File: src/rtl/alu_pclk_sequencer.sv
// Power-clock sequencer for the adiabatic ALU (AND/OR/XOR arrays and ripple adder).
// Optional op_count output is enabled by defining ALU_PCLK_SEQ_OPCNT_EN.
module alu_pclk_sequencer #(
  parameter int PHASE_CYC    = 4,
  parameter int LOGIC_STAGES = 2,
  parameter int ADD_STAGES   = 8
) (
  input  logic        clk,
  input  logic        rst,
  input  logic        req_valid,
  input  logic [1:0]  req_op,
  output logic        req_ready,
  output logic [3:0]  unit_sel,
  output logic [1:0]  pc1_phase,
  output logic [1:0]  pc2_phase,
  output logic        cap_en,
  output logic        resp_valid,
  input  logic        resp_ready,
`ifdef ALU_PCLK_SEQ_OPCNT_EN
  output logic [15:0] op_count,
`endif
  output logic        busy
);

  localparam int SW = (PHASE_CYC > 1) ? $clog2(PHASE_CYC) : 1;
  localparam int CW = $clog2(ADD_STAGES + 5);

  localparam logic [1:0] IDLE    = 2'd0;
  localparam logic [1:0] RUN     = 2'd1;
  localparam logic [1:0] HOLD    = 2'd2;
  localparam logic [1:0] RECOVER = 2'd3;

  logic [1:0]    state;
  logic [SW-1:0] subCnt;
  logic [CW-1:0] phaseCnt;
  logic [CW-1:0] stageTarget;
  logic          tick;

  assign tick       = (subCnt == SW'(PHASE_CYC - 1));
  assign req_ready  = (state == IDLE);
  assign busy       = (state != IDLE);
  assign resp_valid = (state == HOLD);

  // The ramp entered at accept counts as the first phase, so HOLD is reached
  // on the tick where the count already equals the target, without advancing.
  always_ff @(posedge clk or posedge rst) begin
    if (rst) begin
      state       <= IDLE;
      subCnt      <= '0;
      phaseCnt    <= '0;
      stageTarget <= '0;
      unit_sel    <= 4'b0000;
      pc1_phase   <= 2'd3;
      pc2_phase   <= 2'd3;
      cap_en      <= 1'b0;
`ifdef ALU_PCLK_SEQ_OPCNT_EN
      op_count    <= 16'h0000;
`endif
    end else begin
      case (state)
        IDLE: begin
          cap_en <= 1'b0;
          if (req_valid) begin
            stageTarget <= (req_op == 2'd3) ? CW'(ADD_STAGES) : CW'(LOGIC_STAGES);
            unit_sel    <= 4'b0001 << req_op;
            pc1_phase   <= 2'd0;
            pc2_phase   <= 2'd3;
            subCnt      <= '0;
            phaseCnt    <= CW'(1);
            state       <= RUN;
          end
        end
        RUN: begin
          if (tick) begin
            subCnt <= '0;
            if (phaseCnt == stageTarget) begin
              state  <= HOLD;
              cap_en <= 1'b1;
            end else begin
              pc1_phase <= pc1_phase + 2'd1;
              pc2_phase <= pc1_phase;
              phaseCnt  <= phaseCnt + CW'(1);
            end
          end else begin
            subCnt <= subCnt + SW'(1);
          end
        end
        HOLD: begin
          cap_en <= 1'b0;
          if (resp_ready) begin
            state  <= RECOVER;
            subCnt <= '0;
`ifdef ALU_PCLK_SEQ_OPCNT_EN
            op_count <= op_count + 16'h0001;
`endif
          end
        end
        default: begin
          // pc1 parks at idle; pc2 follows it, so both are idle once pc1 was idle.
          if (tick) begin
            subCnt    <= '0;
            pc1_phase <= (pc1_phase == 2'd3) ? 2'd3 : pc1_phase + 2'd1;
            pc2_phase <= pc1_phase;
            if (pc1_phase == 2'd3) begin
              state    <= IDLE;
              unit_sel <= 4'b0000;
              phaseCnt <= '0;
            end
          end else begin
            subCnt <= subCnt + SW'(1);
          end
        end
      endcase
    end
  end

endmodule

File: config.mk
export PLATFORM = sky130hd
export DESIGN_NAME = alu_pclk_sequencer
export DESIGN_NICKNAME = d
export VERILOG_FILES = /design/src/rtl/alu_pclk_sequencer.sv
export SDC_FILE = /design/constraint.sdc
export NUM_CORES = 1
export LEC_CHECK = 0
export CORE_MARGIN = 4
export CORE_UTILIZATION = 56
export CTS_CLUSTER_DIAMETER = 150
export DETAILED_ROUTE_END_ITERATION = 7
export PLACE_DENSITY = 0.81
export RECOVER_POWER = 25
export SLEW_MARGIN = 10
export SYNTH_ARGS = -nofsm -noshare
export SYNTH_HDL_FRONTEND = slang
export SYNTH_SLANG_ARGS = --single-unit
export TNS_END_PERCENT = 50
File: constraint.sdc
create_clock -name clk -period 5.8 [get_ports clk]
set_clock_uncertainty 0.2 [all_clocks]
set_input_delay 1.16 -clock clk [delete_from_list [all_inputs] [get_ports clk]]
set_output_delay 1.16 -clock clk [all_outputs]
set_load 0.02 [all_outputs]
==> results of run 1 <==
## power by group
group | total (mW) | internal (mW) | switching, mW
combinational | 0.427 | 0.199 | 0.228
sequential | 0.240 | 0.194 | 0.0460
clock | 0.0691 | 0.0257 | 0.0434
## routing by layer
metal  global-route usage (%)  wire, um  vias to the layer above
li1                         -         -                      426
met1                     24.0      1010                      424
met2                     31.8      1160                       15
met3                     5.13        66                        4
met4                     5.11        25                        0
met5                        0         0                        -
## cells by family (layout without fill, tap and decap cells)
kind of cell,count (synthesis),after routing
AO/OA/AOI/OAI,23,23
XOR/XNOR,2,2
adder cells (fa/ha/maj),9,9
buffers and inverters,15,34
flip-flops,19,19
multiplexers,7,7
AND/OR/NAND/NOR,35,35
## worst paths after layout
check                                  to  slack, ns  depth (start not counted)
max in group asynchronous     phaseCnt[2]       3.76                          2
min reg2reg                  pc2_phase[1]       0.28                          2
max                                  busy       2.39                          4
min in group asynchronous  stageTarget[1]       1.19                          2
min                          pc2_phase[1]       0.28                          2
max reg2reg                      state[1]       3.38                          6
## worst min-delay path: cells and delay by family, from the launching register on
kind                   cells  cell delay, ns
buffers and inverters      1            0.04
flip-flops                 1            0.39
multiplexers               1            0.06
## layout make-up
type                       instances  area [um^2]
sequential                        19          480
clock inverter                     1         5.00
fill                             137          477
inverter                          13         48.8
multi-input combinational         76          567
clock buffer                       3         22.5
timing repair buffer              17          170
tap                               25         31.3
## sequential cells by signal (all words and copies together), names as in the netlist
name	count
pc2_phase	2
cap_en	1
phaseCnt	4
stageTarget	2
subCnt	2
pc1_phase	2
state	2
unit_sel	4
## synthesized netlist by cell type (all sizes together)
| library cell | number | area [um^2] |
|---|---|---|
| a22o | 3 | 27.5 |
| a2bb2oi | 1 | 8.76 |
| nand4 | 1 | 6.26 |
| or2b | 1 | 8.76 |
| nor2 | 9 | 33.8 |
| nand3b | 2 | 15.0 |
| mux2i | 3 | 30.0 |
| a221o | 2 | 20.0 |
| a21oi | 5 | 25.0 |
| o22a | 1 | 10.0 |
| nor3 | 4 | 20.0 |
| nor4b | 2 | 17.5 |
| buf | 1 | 5.00 |
| nand2 | 6 | 22.5 |
| o211ai | 1 | 7.51 |
| nand3 | 2 | 10.0 |
| nor4 | 2 | 18.8 |
| inv | 13 | 48.8 |
| and2b | 2 | 16.3 |
| dfrtp | 15 | 375 |
| and2 | 1 | 7.51 |
| a211o | 1 | 8.76 |
| clkbuf | 1 | 13.8 |
| o21ai | 6 | 30.0 |
| dfstp | 4 | 105 |
| nand2b | 1 | 6.26 |
| mux2 | 4 | 45.0 |
| ha | 9 | 113 |
| a21o | 2 | 16.3 |
| o21bai | 1 | 7.51 |
| xor2 | 2 | 17.5 |
| nand4b | 2 | 17.5 |
## stage by stage
stage | utilization, % | setup slack [ns]
after floorplan | - | 3.27
after global placement | 72.0 | 2.77
after detailed placement | 72.0 | 2.74
after CTS | 73.5 | 2.40
after global routing | 73.5 | 2.26
final | 73.5 | 2.39
==> flow_summary.json, run 1 <==
{
  "synth_top_family_by_area": "simple AND/OR/NAND/NOR gates",
  "setup_viol": 0,
  "hold_path.class": "flip-flop to flip-flop",
  "cts_buffers": 3,
  "port_buffers": 17,
  "post-place-cells": 150,
  "hp-start": "pc2_phase[1]",
  "holdWs_ns": 0.282,
  "cts_hold_buf": 0,
  "crit_top_cell": "inv_1",
  "area_growth_pct": 18.9,
  "routed_via_density": 5.64,
  "peakVddDrop_mv": 0.362,
  "clock-root-buffer": "clkbuf_4",
  "first_pass_iters": 4,
  "layout.nets": 145,
  "r2r_start": "state[0]",
  "instances_no_fill": 154,
  "cp_num_buf_inv": 3,
  "synth_xor_area_share_pct": 1.57,
  "numClockSinks": 19,
  "hpwl_um": 1710,
  "dpl_cell_area_um2": 1300,
  "final_cell_area_um2": 1330,
  "globalplace.congestion": 0.781,
  "slowest_stage": "clkdlybuf4s50_1",
  "clock_latency_ns": 0.30,
  "die_area_um2": 2770,
  "critical_path.max_fanout": 16,
  "cp-start-kind": "flip-flop",
  "cp_data_arrival_time_ns": 2.05,
  "die_width_um": 52.6,
  "finalWorstPathRequiredPeriod_ns": 3.41,
  "grt_max_degree": 20,
  "worst_slew_pin_slew_ns": 0.711,
  "drv_cap": 0,
  "most-common-layout-cells": "15 x dfrtp_1, 15 x clkdlybuf4s50_1, 13 x inv_1",
  "total_power_mw": 0.736,
  "drc": 0,
  "num_rows": 15,
  "ys_warn_count": 0,
  "overflow": 0,
  "cts_htree_levels": 1,
  "min_period_over_period_pct": 58.8,
  "grt.total_usage_pct": 19.0,
  "status": "complete, no violations",
  "worstSetupEndpointType": "primary output",
  "maxSlewHeadroom_pct": 52.5,
  "syn_avg_cell_area_um2": 10.1,
  "initialDrtViolationCount": 13,
  "die_h_um": 52.6,
  "rsz0062_at_grt": "false",
  "clockBufferDepth": 2,
  "antenna_found_initial": 0,
  "worstPathCellList": "inv_1 > ha_1 > inv_1 > clkdlybuf4s50_1",
  "synthMuxAreaShare_pct": 6.73,
  "seq_area_frac_synth_pct": 43.1,
  "syn_inst": 110,
  "diodes": 0,
  "synth_compound_area_share_pct": 14.5,
  "maxSlewViolCount": 0,
  "cts_tree": "built",
  "worstPathRequired_ns": 4.44,
  "cp-startpoint": "state[0]",
  "avgRoutedWirePerCell_um": 14.7,
  "vias": 869,
  "grt_pass1_vias": 810,
  "cts_resized": 0,
  "start_util_pct": 61.9,
  "final_layout_size_suffix_gt1_share_pct": 14.7,
  "yosys.area_share.simple_pct": 18.0,
  "leakage_nw": 0.622,
  "setup_tns_ns": 0,
  "finalHoldViolations": 0,
  "routed_wl_um": 2260,
  "ys_seq_elements": 19,
  "cp_top_family": "buffers and inverters",
  "ant_nets": 0,
  "clk_pin_slew_ns": 0.12,
  "pwr_density_cell_nw_per_um2": 555,
  "path_class": "flip-flop to primary output",
  "synthAdderAreaFrac_pct": 10.1,
  "core_area_um2": 1800,
  "synth_area_um2": 1110,
  "critPathMaxStageDelay_ns": 0.57,
  "cts_setup_buffers": 0,
  "top_level_ports": 18,
  "grt_pass1_wl_um": 3820,
  "synth_cell_types": 36,
  "max_freq_mhz": 293,
  "syn_nets": 125
}
No activity file was read; power rests on OpenSTA's default activity.
==> run 2: changes to the inputs <==
--- a/config.mk
+++ b/config.mk
@@ -6,10 +6,10 @@
 export NUM_CORES = 1
 export LEC_CHECK = 0
 export CORE_MARGIN = 4
-export CORE_UTILIZATION = 56
+export CORE_UTILIZATION = 52
 export CTS_CLUSTER_DIAMETER = 150
 export DETAILED_ROUTE_END_ITERATION = 7
-export PLACE_DENSITY = 0.81
+export PLACE_DENSITY = 0.76
 export RECOVER_POWER = 25
 export SLEW_MARGIN = 10
 export SYNTH_ARGS = -nofsm -noshare
==> constraint.sdc (replaced) <==
create_clock -name clk -period 3.5 [get_ports clk]
set_clock_uncertainty 0.2 [all_clocks]
set_input_delay 0.7 -clock clk [delete_from_list [all_inputs] [get_ports clk]]
set_output_delay 0.7 -clock clk [all_outputs]
set_load 0.02 [all_outputs]
==> run 2 against run 1 <==
  * Sequential power rose by 64%
  * Final cell count up 1.3%
  * Clock power grew 66%
  * Global-route usage shrank 1.8 points
  * Register-to-register slack worse by 2.3 ns
  * Critical path depth is the same
  * Non-clock buffer count did not move
  * Largest cell class unchanged
==> flow_summary.json, run 2 (same netlist as run 1, synthesis figures left out) <==
{
  "grt_pass1_wl_um": 3620,
  "multi_input_area_um2": 567,
  "layout_commonest_cell": "clkdlybuf4s50_1",
  "worstSetupEndpointType": "primary output",
  "max_freq_mhz": 338,
  "port_buffers": 17,
  "grt.total_usage_pct": 17.3,
  "grt_pass1_vias": 822,
  "maxSlewViolCount": 0,
  "worstPathCellList": "inv_1 > ha_1 > inv_1 > clkdlybuf4s50_1",
  "maxSlewHeadroom_pct": 50.0,
  "drc": 0,
  "status": "complete, no violations",
  "routed_wl_um": 2230,
  "cp_top_family": "buffers and inverters",
  "path_class": "flip-flop to primary output",
  "drv_cap": 0,
  "vias": 874,
  "cp-start-kind": "flip-flop",
  "pwr_density_cell_nw_per_um2": 919,
  "overflow": 0,
  "top_level_ports": 18,
  "routed_via_density": 5.60,
  "hpwl_um": 1680,
  "antenna_found_initial": 0,
  "clockBufferDepth": 2,
  "cts_setup_buffers": 0,
  "grt_max_degree": 20,
  "clk_pin_slew_ns": 0.11,
  "slowest_stage": "clkdlybuf4s50_1",
  "leakage_nw": 0.619,
  "critical_path.max_fanout": 16,
  "die_area_um2": 2950,
  "cts_tree": "built",
  "rsz0062_at_grt": "false",
  "fillers": 173,
  "area_growth_pct": 19.0,
  "diodes": 0,
  "finalHoldViolations": 0,
  "hold_path.class": "flip-flop to flip-flop",
  "setup_tns_ns": 0,
  "globalplace.congestion": 0.795,
  "layout.nets": 145,
  "worst_slew_pin_slew_ns": 0.749,
  "worstPathRequired_ns": 2.60,
  "cts_buffers": 3,
  "final_layout_size_suffix_gt1_share_pct": 14.0,
  "total_power_mw": 1.22,
  "most-common-layout-cells": "16 x clkdlybuf4s50_1, 15 x dfrtp_1, 13 x inv_1",
  "first_pass_iters": 4,
  "avgRoutedWirePerCell_um": 14.3,
  "num_rows": 16,
  "core_area_um2": 2000,
  "clock-root-buffer": "clkbuf_4",
  "peakVddDrop_mv": 0.537,
  "die_width_um": 54.3,
  "initialDrtViolationCount": 7,
  "critPathMaxStageDelay_ns": 0.57,
  "cts_hold_buf": 0,
  "cp_num_buf_inv": 3,
  "numClockSinks": 19,
  "ant_nets": 0,
  "cts_resized": 0,
  "cts_htree_levels": 1,
  "setup_viol": 0,
  "clock_latency_ns": 0.30,
  "min_period_over_period_pct": 84.4,
  "crit_top_cell": "inv_1",
  "cp_data_arrival_time_ns": 2.06,
  "reg.largest.list": "phaseCnt x4, unit_sel x4",
  "finalWorstPathRequiredPeriod_ns": 2.96,
  "start_util_pct": 55.7,
  "die_h_um": 54.3,
  "regArea_um2": 480
}
run 2: cell count changes in the layout (fill, tap and decap cells not counted):
cell             previous run  this run
clkinv_2                    1         0
clkdlybuf4s50_1            15        16
dlygate4sd3_1               2         1
clkbuf_1                    0         1
run 2: through the flow:
stage / utilization (%) / area [um^2] / worst slack [ns] / hold slack (ns) / cells
2_1_floorplan: - / 1110 / 1.37 / 0.269 / 110
3_3_place_gp: 64.9 / 1300 / 0.921 / 0.256 / 152
3_5_place_dp: 64.9 / 1300 / 0.910 / 0.266 / 152
4_1_cts: 66.3 / 1330 / 0.564 / 0.283 / 156
5_1_grt: 66.3 / 1330 / 0.445 / 0.302 / 156
6_report: 66.3 / 1330 / 0.545 / 0.278 / 156
run 2: per-layer routing:
metal	part of all wire [%]	vias to the layer above	track usage [%]
li1	-	424	-
met5	0	-	0
met3	2.4	2	2.45
met4	0.63	0	8.71
met2	51	16	29.1
met1	46	432	21.4
run 2: worst paths after layout:
check | start | slack, ns | depth (start not counted) | end
hold reg to reg | pc2_phase[1] | 0.28 | 2 | pc2_phase[1]
setup reg to reg | state[0] | 1.04 | 6 | state[1]
max in group asynchronous | rst | 1.88 | 2 | subCnt[0]
setup / recovery | state[0] | 0.54 | 4 | busy
min in group asynchronous | rst | 0.75 | 2 | unit_sel[1]
hold / removal | pc2_phase[1] | 0.28 | 2 | pc2_phase[1]
run 2: tightest hold or removal path, stage by stage, from the launching register on:
cell,delay [ns]
dfstp_2,0.38
inv_1,0.04
mux2i_1,0.06
run 2: cell type report:
class / instances / area share (%)
sequential: 19 / 36.2
multi-input combinational: 76 / 42.7
timing repair buffer: 17 / 12.8
inverter: 13 / 3.68
clock buffer: 4 / 1.98
tap: 27 / 2.55
run 2: power by group:
part / switching [mW] / internal, mW
Combinational: 0.381 / 0.330
Clock: 0.0701 / 0.0444
Sequential: 0.0715 / 0.321
